File: src/rtl/juggle_pkg.sv
// Shared constants, types and helpers for the siteswap juggling pipeline.
// Purely declarative: no latency and no flow control.
package juggle_pkg;

    localparam int MAX_HEIGHT = 7;
    localparam int MAX_LEN    = 7;
    localparam int RING_DEPTH = 8;

    typedef logic [$clog2(MAX_HEIGHT+1)-1:0] height_t;
    typedef logic [$clog2(MAX_HEIGHT+1)-1:0] ball_id_t;
    typedef logic [$clog2(RING_DEPTH)-1:0]   slot_t;

    typedef enum logic [1:0] {
        S_IDLE,
        S_RUNNING,
        S_ERROR
    } seq_state_t;

    // Entry i of a flat pattern word; entry 0 sits in the low bits.
    function automatic height_t height_at(input logic [3*MAX_LEN-1:0] pat,
                                          input logic [2:0]           i);
        height_t h;
        h = '0;
        for (int k = 0; k < MAX_LEN; k++) begin
            if (i == 3'(k)) h = pat[3*k +: 3];
        end
        return h;
    endfunction

endpackage

File: src/rtl/landing_ring.sv
// Landing schedule: one {valid, ball ID} slot per future beat, combinational read/collision, write at clk.
// No backpressure: the owner gates rd_clear/wr_en and must keep rd_slot != wr_slot.
module landing_ring
    import juggle_pkg::*;
(
    input  logic       clk,
    input  logic       rst_n,
    input  logic       clear_all,
    input  logic [2:0] rd_slot,
    input  logic       rd_clear,
    output logic       rd_valid,
    output logic [2:0] rd_id,
    input  logic [2:0] wr_slot,
    input  logic       wr_en,
    input  logic [2:0] wr_id,
    output logic       collision
);

    logic [RING_DEPTH-1:0]      valid;
    logic [RING_DEPTH-1:0][2:0] ids;

    assign rd_valid  = valid[rd_slot];
    assign rd_id     = ids[rd_slot];
    assign collision = valid[wr_slot];

    always_ff @(posedge clk or negedge rst_n) begin
        if (!rst_n) begin
            valid <= '0;
            ids   <= '0;
        end else if (clear_all) begin
            valid <= '0;
        end else begin
            if (rd_clear) valid[rd_slot] <= 1'b0;
            if (wr_en) begin
                valid[wr_slot] <= 1'b1;
                ids[wr_slot]   <= wr_id;
            end
        end
    end

endmodule

File: src/rtl/siteswap_sequencer.sv
// Plays a latched siteswap beat by beat, emitting throw/catch events one cycle after each tick.
// No backpressure: every tick in RUNNING is consumed, including ticks on consecutive cycles.
module siteswap_sequencer
    import juggle_pkg::*;
(
    input  logic        clk_in,
    input  logic        rst_n_in,
    input  logic [20:0] pattern_in,
    input  logic [2:0]  pattern_length,
    input  logic        pattern_valid_in,
    input  logic        load_in,
    input  logic        stop_in,
    input  logic        beat_tick_in,
    output logic        running_out,
    output logic        error_out,
    output logic        throw_valid_out,
    output logic [2:0]  throw_height_out,
    output logic        throw_hand_out,
    output logic [2:0]  throw_ball_out,
    output logic        catch_valid_out,
    output logic [2:0]  catch_ball_out,
    output logic [2:0]  beat_index_out,
    output logic [2:0]  ball_count_out
);

    seq_state_t  state;
    logic [20:0] pat_q;
    logic [2:0]  len_q;
    logic [2:0]  idx_q;
    logic [2:0]  ptr_q;
    logic        hand_q;

    logic [2:0] h;
    logic [2:0] wr_slot;
    logic [2:0] throw_id;
    logic [2:0] rd_id;
    logic       rd_valid;
    logic       collision;
    logic       load_ok;
    logic       load_bad;
    logic       tick_go;
    logic       fault;
    logic       commit;

    assign h        = height_at(pat_q, idx_q);
    assign wr_slot  = ptr_q + h;
    assign load_ok  = load_in && pattern_valid_in && (pattern_length != 3'd0);
    assign load_bad = load_in && !load_ok;
    assign tick_go  = (state == S_RUNNING) && beat_tick_in && !load_in && !stop_in;

    // A throw faults on collision or ID exhaustion; an empty hand faults if a ball lands on it.
    assign fault    = (h != 3'd0) ? (collision || (!rd_valid && ball_count_out == 3'd7))
                                  : rd_valid;
    assign commit   = tick_go && !fault;
    assign throw_id = rd_valid ? rd_id : ball_count_out;

    landing_ring u_ring (
        .clk       (clk_in),
        .rst_n     (rst_n_in),
        .clear_all (load_ok),
        .rd_slot   (ptr_q),
        .rd_clear  (commit),
        .rd_valid  (rd_valid),
        .rd_id     (rd_id),
        .wr_slot   (wr_slot),
        .wr_en     (commit && (h != 3'd0)),
        .wr_id     (throw_id),
        .collision (collision)
    );

    always_ff @(posedge clk_in or negedge rst_n_in) begin
        if (!rst_n_in) begin
            state            <= S_IDLE;
            pat_q            <= '0;
            len_q            <= '0;
            idx_q            <= '0;
            ptr_q            <= '0;
            hand_q           <= 1'b0;
            running_out      <= 1'b0;
            error_out        <= 1'b0;
            throw_valid_out  <= 1'b0;
            throw_height_out <= '0;
            throw_hand_out   <= 1'b0;
            throw_ball_out   <= '0;
            catch_valid_out  <= 1'b0;
            catch_ball_out   <= '0;
            beat_index_out   <= '0;
            ball_count_out   <= '0;
        end else begin
            throw_valid_out  <= 1'b0;
            throw_height_out <= '0;
            throw_hand_out   <= 1'b0;
            throw_ball_out   <= '0;
            catch_valid_out  <= 1'b0;
            catch_ball_out   <= '0;
            beat_index_out   <= '0;

            if (load_ok) begin
                state          <= S_RUNNING;
                running_out    <= 1'b1;
                error_out      <= 1'b0;
                pat_q          <= pattern_in;
                len_q          <= pattern_length;
                idx_q          <= '0;
                ptr_q          <= '0;
                hand_q         <= 1'b0;
                ball_count_out <= '0;
            end else if (load_bad) begin
                state       <= S_IDLE;
                running_out <= 1'b0;
                error_out   <= 1'b1;
            end else if (stop_in) begin
                state       <= S_IDLE;
                running_out <= 1'b0;
                error_out   <= 1'b0;
            end else if (tick_go) begin
                if (fault) begin
                    state       <= S_ERROR;
                    running_out <= 1'b0;
                    error_out   <= 1'b1;
                end else begin
                    throw_valid_out  <= 1'b1;
                    throw_height_out <= h;
                    throw_hand_out   <= hand_q;
                    throw_ball_out   <= (h != 3'd0) ? throw_id : 3'd0;
                    catch_valid_out  <= rd_valid;
                    catch_ball_out   <= rd_valid ? rd_id : 3'd0;
                    beat_index_out   <= idx_q;
                    if (h != 3'd0 && !rd_valid) ball_count_out <= ball_count_out + 3'd1;
                    ptr_q  <= ptr_q + 3'd1;
                    idx_q  <= (idx_q == len_q - 3'd1) ? 3'd0 : idx_q + 3'd1;
                    hand_q <= ~hand_q;
                end
            end
        end
    end

endmodule

File: config.mk
export PLATFORM = sky130hd
export DESIGN_NAME = siteswap_sequencer
export DESIGN_NICKNAME = d
export VERILOG_FILES = /design/src/rtl/juggle_pkg.sv /design/src/rtl/landing_ring.sv /design/src/rtl/siteswap_sequencer.sv
export SDC_FILE = /design/constraint.sdc
export NUM_CORES = 1
export LEC_CHECK = 0
export BUFFER_PORTS_ARGS = -buffer_cell sky130_fd_sc_hd__clkbuf_2
export CORE_MARGIN = 1.5
export CORE_UTILIZATION = 28
export CTS_CLUSTER_DIAMETER = 30
export DETAILED_ROUTE_END_ITERATION = 8
export GPL_TIMING_DRIVEN = 0
export SYNTH_ARGS = -nofsm -noshare
export SYNTH_HDL_FRONTEND = slang
export SYNTH_SLANG_ARGS = --single-unit
File: constraint.sdc
create_clock -name clk_in -period 6.25 [get_ports clk_in]
set_input_delay 0.625 -clock clk_in [delete_from_list [all_inputs] [get_ports clk_in]]
set_output_delay 0.625 -clock clk_in [all_outputs]
set_load 0.005 [all_outputs]
== Word-level counts from Yosys, hierarchy flattened ==
Index checks and enable logic that the tools add are counted.
Cells by class
  add/sub/neg operators: 5
  $lt $le $gt $ge: 4
  equal/unequal tests: 12
  muxes and demuxes: 100
  bitwise operators: 5
  reductions and logical operators: 29
Operators with widths (count)
  two-way mux 3 bit: 49
  two-way mux 1 bit: 35
  two-way mux 8 bit: 4
  bitwise mux 24 bit: 1
  == test 3 bit, second input constant: 4
  logical AND 1 bit: 12
  two-way mux 2 bit: 5
  adder 3 x 1 -> 3 bit, second input constant: 3
  binary-select mux 3 bit (select 3 bit): 1
  demux 3 bit (select 3 bit): 1
  bitwise AND 8 bit: 1
  < comparator 3 x 4 -> 1 bit, second input constant: 2
  NOT 8 bit: 1
  bitwise OR 8 bit: 1
  nonzero test 4 bit: 2
  binary-select mux 1 bit (select 3 bit): 2
  demux 1 bit (select 3 bit): 2
  == test 3 x 2 -> 1 bit, second input constant: 2
  >= comparator 3 x 1 -> 1 bit, second input constant: 2
  nonzero test 3 bit: 2
  logical NOT 1 bit: 5
  AND reduction 5 bit: 1
  inequality test 2 bit, second input constant: 2
  AND reduction 2 bit: 2
  other kinds (11): 13
Storage, ports and cells
  register bits after elaboration: 85
  bits of input ports: 30
  output and inout bits: 20
  word-level logic and storage cells: 180

== Longest topological paths before layout ==
  depth after elaboration: 20
  depth in mapped cells: 20
  mapped depth without buffers: 17

== By module ==
From an unflattened synthesis, not the netlist that was laid out.
Second synthesis, totals
  cell total of the unflattened synthesis: 379
  area, all modules: 4196.5 µm²
By module, submodules not included
  siteswap_sequencer: instances 1, cells an instance 271, area each 2541.2 µm², sequential area each 1301.2 µm²
  landing_ring: instances 1, cells an instance 108, area each 1655.3 µm², sequential area each 800.8 µm²

== Worst setup path before layout ==
OpenSTA, ideal clock, no wires.
  path kind: reg-to-reg
  start point: register idx_q[0]
  end point: register u_ring.ids[10] (netlist name)
  library setup time: 0.125 ns
  arrival time: 4.686 ns
  required time: 6.125 ns
  setup slack: 1.440 ns
  stages on the path, launching flop included: 18
  path buffers: 2
  period minus slack after synthesis: 4.810 ns
  cells stage by stage: dfrtp_1 inv_1 ha_1 clkbuf_1 nor3_1 a2bb2oi_1 a31oi_1 nand2_1 ha_1 fa_1 mux4_2 a32o_1 a41o_1 or2_1 or3_1 buf_6 nor3_4 mux2_2
Between the ends
  word-level cells in the longest chain between the ends: 17
  elaborated cells between the ends (all ways): 30
  classes of those cells: add/sub: 1; order compare: 2; eq/ne: 6; mux: 13; reduce/logical: 8
RTL lines
  from (decl): RTL line siteswap_sequencer.sv:29  | logic [2:0] idx_q;
  from (signal assigned): RTL line siteswap_sequencer.sv:131  | idx_q <= (idx_q == len_q - 3'd1) ? 3'd0 : idx_q + 3'd1;
  logical NOT 3 bit: RTL line juggle_pkg.sv:25  | if (i == 3'(k)) h = pat[3*k +: 3];
  two-way mux 3 bit (6 in a row): RTL line juggle_pkg.sv:25
  two-way mux 3 bit (*): RTL line juggle_pkg.sv:25
  adder 3 bit: RTL line siteswap_sequencer.sv:46  | assign wr_slot = ptr_q + h;
  binary-select mux 1 bit (select 3 bit): RTL line landing_ring.sv:24  | assign collision = valid[wr_slot];
  two-way mux 1 bit (implied by the code): RTL line landing_ring.sv:24
  logical OR 1 bit: RTL line siteswap_sequencer.sv:52  | assign fault = (h != 3'd0) ? (collision || (!rd_valid && ball_count_out == 3'd7))
  two-way mux 1 bit: RTL line siteswap_sequencer.sv:52
  logical NOT 1 bit: RTL line siteswap_sequencer.sv:54  | assign commit = tick_go && !fault;
  logical AND 1 bit: RTL line siteswap_sequencer.sv:54
  logical AND 1 bit: RTL line siteswap_sequencer.sv:66  | .wr_en (commit && (h != 3'd0)),
  AND reduction 2 bit (no line)
  to (signal, indexed assignment): RTL line landing_ring.sv:36  | ids[wr_slot] <= wr_id;
  to (decl): RTL line landing_ring.sv:20  | logic [RING_DEPTH-1:0][2:0] ids;
Every way passes the cells marked *; elsewhere a longest branch is shown, timed or not. The select of a mux whose other input is x is not followed.
A chain may end at the register's enable or synchronous reset.

== Worst setup path in the final report ==
  start point: register idx_q[0]
  end point: register u_ring.ids[16] (netlist name)
The elaborated chain is that of the path after synthesis.

==> metrics.md <==
| Metric | Value |
|---|---|
| Worst EP arrival | `5.90 ns` |
| Clock Skew | `0.00698 ns` |
| Dpl hpwl | `7.46 mm` |
| Crit path buffers/inverters | `3` |
| Sequential standard cell area | `0.00210 mm2` |
| Share of cells above drive strength 1 | `32.2%` |
| Placed Area | `0.00483 mm2` |
| Status | `complete, no violations` |
| CTS Buf Count | `9` |
| Clock latency on the worst-skew pair | `0.34 ns` |
| Syn Nets | `401` |
| All-layer global routing usage | `13.0%` |
| Avg WL per Cell | `16.3 um` |
| Vias in the first global route | `3113` |
| Initial antenna violation count | `0` |
| Initial DRT Pass Iterations | `4` |
| CP most frequent cell | `ha_1` |
| Post-route cell area | `0.00519 mm2` |
| PD cells | `302 mW/mm2` |
| Post-layout nets | `462` |
| Total grt overflow | `0` |
| Startpoint Class | `flip-flop` |
| Commonest cells after routing, fill and taps aside | `dfrtp_1, clkbuf_2, mux2_2, nand2_1, clkbuf_1` |
| CTS resizes | `0` |
| Die X-Extent | `127 um` |
| Antenna cells | `0` |
| Initial DRC count | `121` |
| Crit path cell chain | `inv_1 > ha_1 > clkbuf_1 > nor3_1 > a2bb2oi_1 > a31oi_1 > nand2_1 > ha_1 > fa_1 > mux4_2 > a32o_1 > a41o_1 > or2_1 > or3_1 > buf_6 > nor3_4 > mux2_2` |
| Core ar. | `0.0151 mm2` |
| Die area | `0.0162 mm2` |
| RSZ-0062 raised after global routing | `no` |
| Final min period | `5.68 ns` |
| Final core occ | `34.3%` |
| Worst VDD drop | `0.000108 V` |
| Critical path peak fanout | `10` |
| Initial core utilization | `28.6%` |
| Area grow syn2layout | `20.0%` |
| Setup tns final | `0 ns` |
| CTS max path bufs | `2` |
| Detail Route Antenna Nets | `0` |
| Worst-path clk slew | `0.06 ns` |
| Seq/Total Area, Yosys | `48.6%` |
| DR vias/cell | `4.96` |
| Syn_area_per_cell | `12.0 um2` |
| Post-synth EDFFs | `0` |
| Row count | `45` |
| Via count | `3038` |
| Critical path capture point type | `flip-flop` |
| Cells after synthesis | `359` |
| Slew headroom | `29.8%` |
| Commonest non-fill, non-tap cell in the layout | `dfrtp_1` |
| Delay-heaviest family, CP | `adder cells` |
| Mapped Area | `0.00433 mm2` |
| Leakage Power | `2.38 nW` |
| Final period util | `90.8%` |
| Fillcell total | `1492` |
| Num ports | `50` |
| First-pass GRT wire length | `16.3 mm` |
| Slowest stage cell, crit path | `fa_1` |
| FF+latch count, synth | `84` |
| Clock sinks | `84` |
| Gpl congestion | `0.800` |
| Synth cell types | `53` |
| Async SR Flop Fraction | `100%` |
| Crit Path Class | `reg -> reg` |
| Max cap viols | `0` |
| Final hold violations | `0` |
| Critical path required time | `6.48 ns` |
| Multi-input gate area | `0.00211 mm2` |
| Hold_ws | `0.306 ns` |
| Final WL | `9.98 mm` |
| Fmax | `0.176 GHz` |
| Largest net degree at the start of global routing | `45` |
| Hold/Removal Path Class | `in -> async` |
| Final slew viol count | `0` |
| Synth Warn # | `0` |
| Crit-path max cell delay | `0.74 ns` |
| Main synth FF type | `dfrtp_1` |
| Post-CTS Hold Buffers | `0` |
| Setup bufs post-CTS | `0` |
| Htree depth | `3` |
| CP Depth | `17` |
| Final setup viols | `0` |
| Worst-Margin Slew | `1.04 ns` |
| CTS tree | `done` |
| Root Buffer | `clkbuf_16` |
| Cells on worst reg2reg path | `17` |
| Buffers on Ports | `49` |
| Post-route DRC | `0` |
| Die Ht | `127 um` |
## final timing paths
check	from	to	slack (ns)
worst max-delay path	idx_q[0]	u_ring.ids[16]	0.57
worst min-delay path	rst_n_in	throw_height_out[1]	0.31
worst max register to register	idx_q[0]	u_ring.ids[16]	0.57
worst min register to register	hand_q	hand_q	0.48
max in group asynchronous	rst_n_in	ptr_q[1]	5.32
min in group clk_in	hand_q	hand_q	0.48
## metrics by stage
step	worst slack (ns)	std cells	total power, W
after floorplan	1.44	359	0.000856
after global placement	0.738	596	0.000934
after detailed placement	0.641	597	0.000944
after CTS	0.607	613	0.00158
after global routing	0.235	613	0.00164
final	0.574	613	0.00156
## Yosys cell counts (all sizes together) (9+ instances only)
library cell	number	area share, %
clkbuf	13	1.1
mux2	52	14
nand3	12	1.4
ha	11	3.2
and2	9	1.3
o21ai	9	1.0
mux2i	12	2.8
dfrtp	84	49
nor2	10	0.93
nor2b	9	1.3
a21oi	9	1.0
nand2	32	2.8
nor3	9	2.7
## layer usage
metal  part of all wire [%]  track usage, %  vias to the layer above
li1                       -               -                     1431
met1                     44            16.2                     1530
met2                     49            21.6                       60
met3                    4.4            2.43                       17
met4                    2.5            6.68                        0
met5                      0               0                        -
## power breakdown
part	leakage [nW]	internal (W)	switching, W
combinational	1.09	0.000126	0.000192
clock	0.176	0.000414	0.000218
sequential	1.12	0.000583	0.0000314
## state kept, by name, indices dropped and copies added (netlist names), 3 cells and up
register and cells:
ball_count_out 3, beat_index_out 3, catch_ball_out 3, idx_q 3
len_q 3, pat_q 21, ptr_q 3, throw_ball_out 3
throw_height_out 3, u_ring.ids 24, u_ring.valid 8
## kinds of logic (layout without fill, tap and decap cells)
family                   count (synthesis)  in the layout  share of synthesized area, %
AO/OA/AOI/OAI                           53             53                          9.08
adder cells (fa/ha/maj)                 12             12                          3.64
XOR/XNOR                                 8              8                          1.62
multiplexers                            70             70                          19.4
flip-flops                              84             84                          48.6
buffers and inverters                   26             92                          2.52
AND/OR/NAND/NOR                        106            106                          15.1
## final cells by class
class | instances | share of cell area, %
multi-input cells | 249 | 40.8
inverters | 8 | 0.579
plain buffers | 18 | 1.52
well taps | 188 | 4.53
repair buffers | 50 | 5.16
clock buffers | 11 | 4.87
clock inverters | 5 | 2.07
flip-flops and latches | 84 | 40.5
No activity file was read; power rests on OpenSTA's default activity.
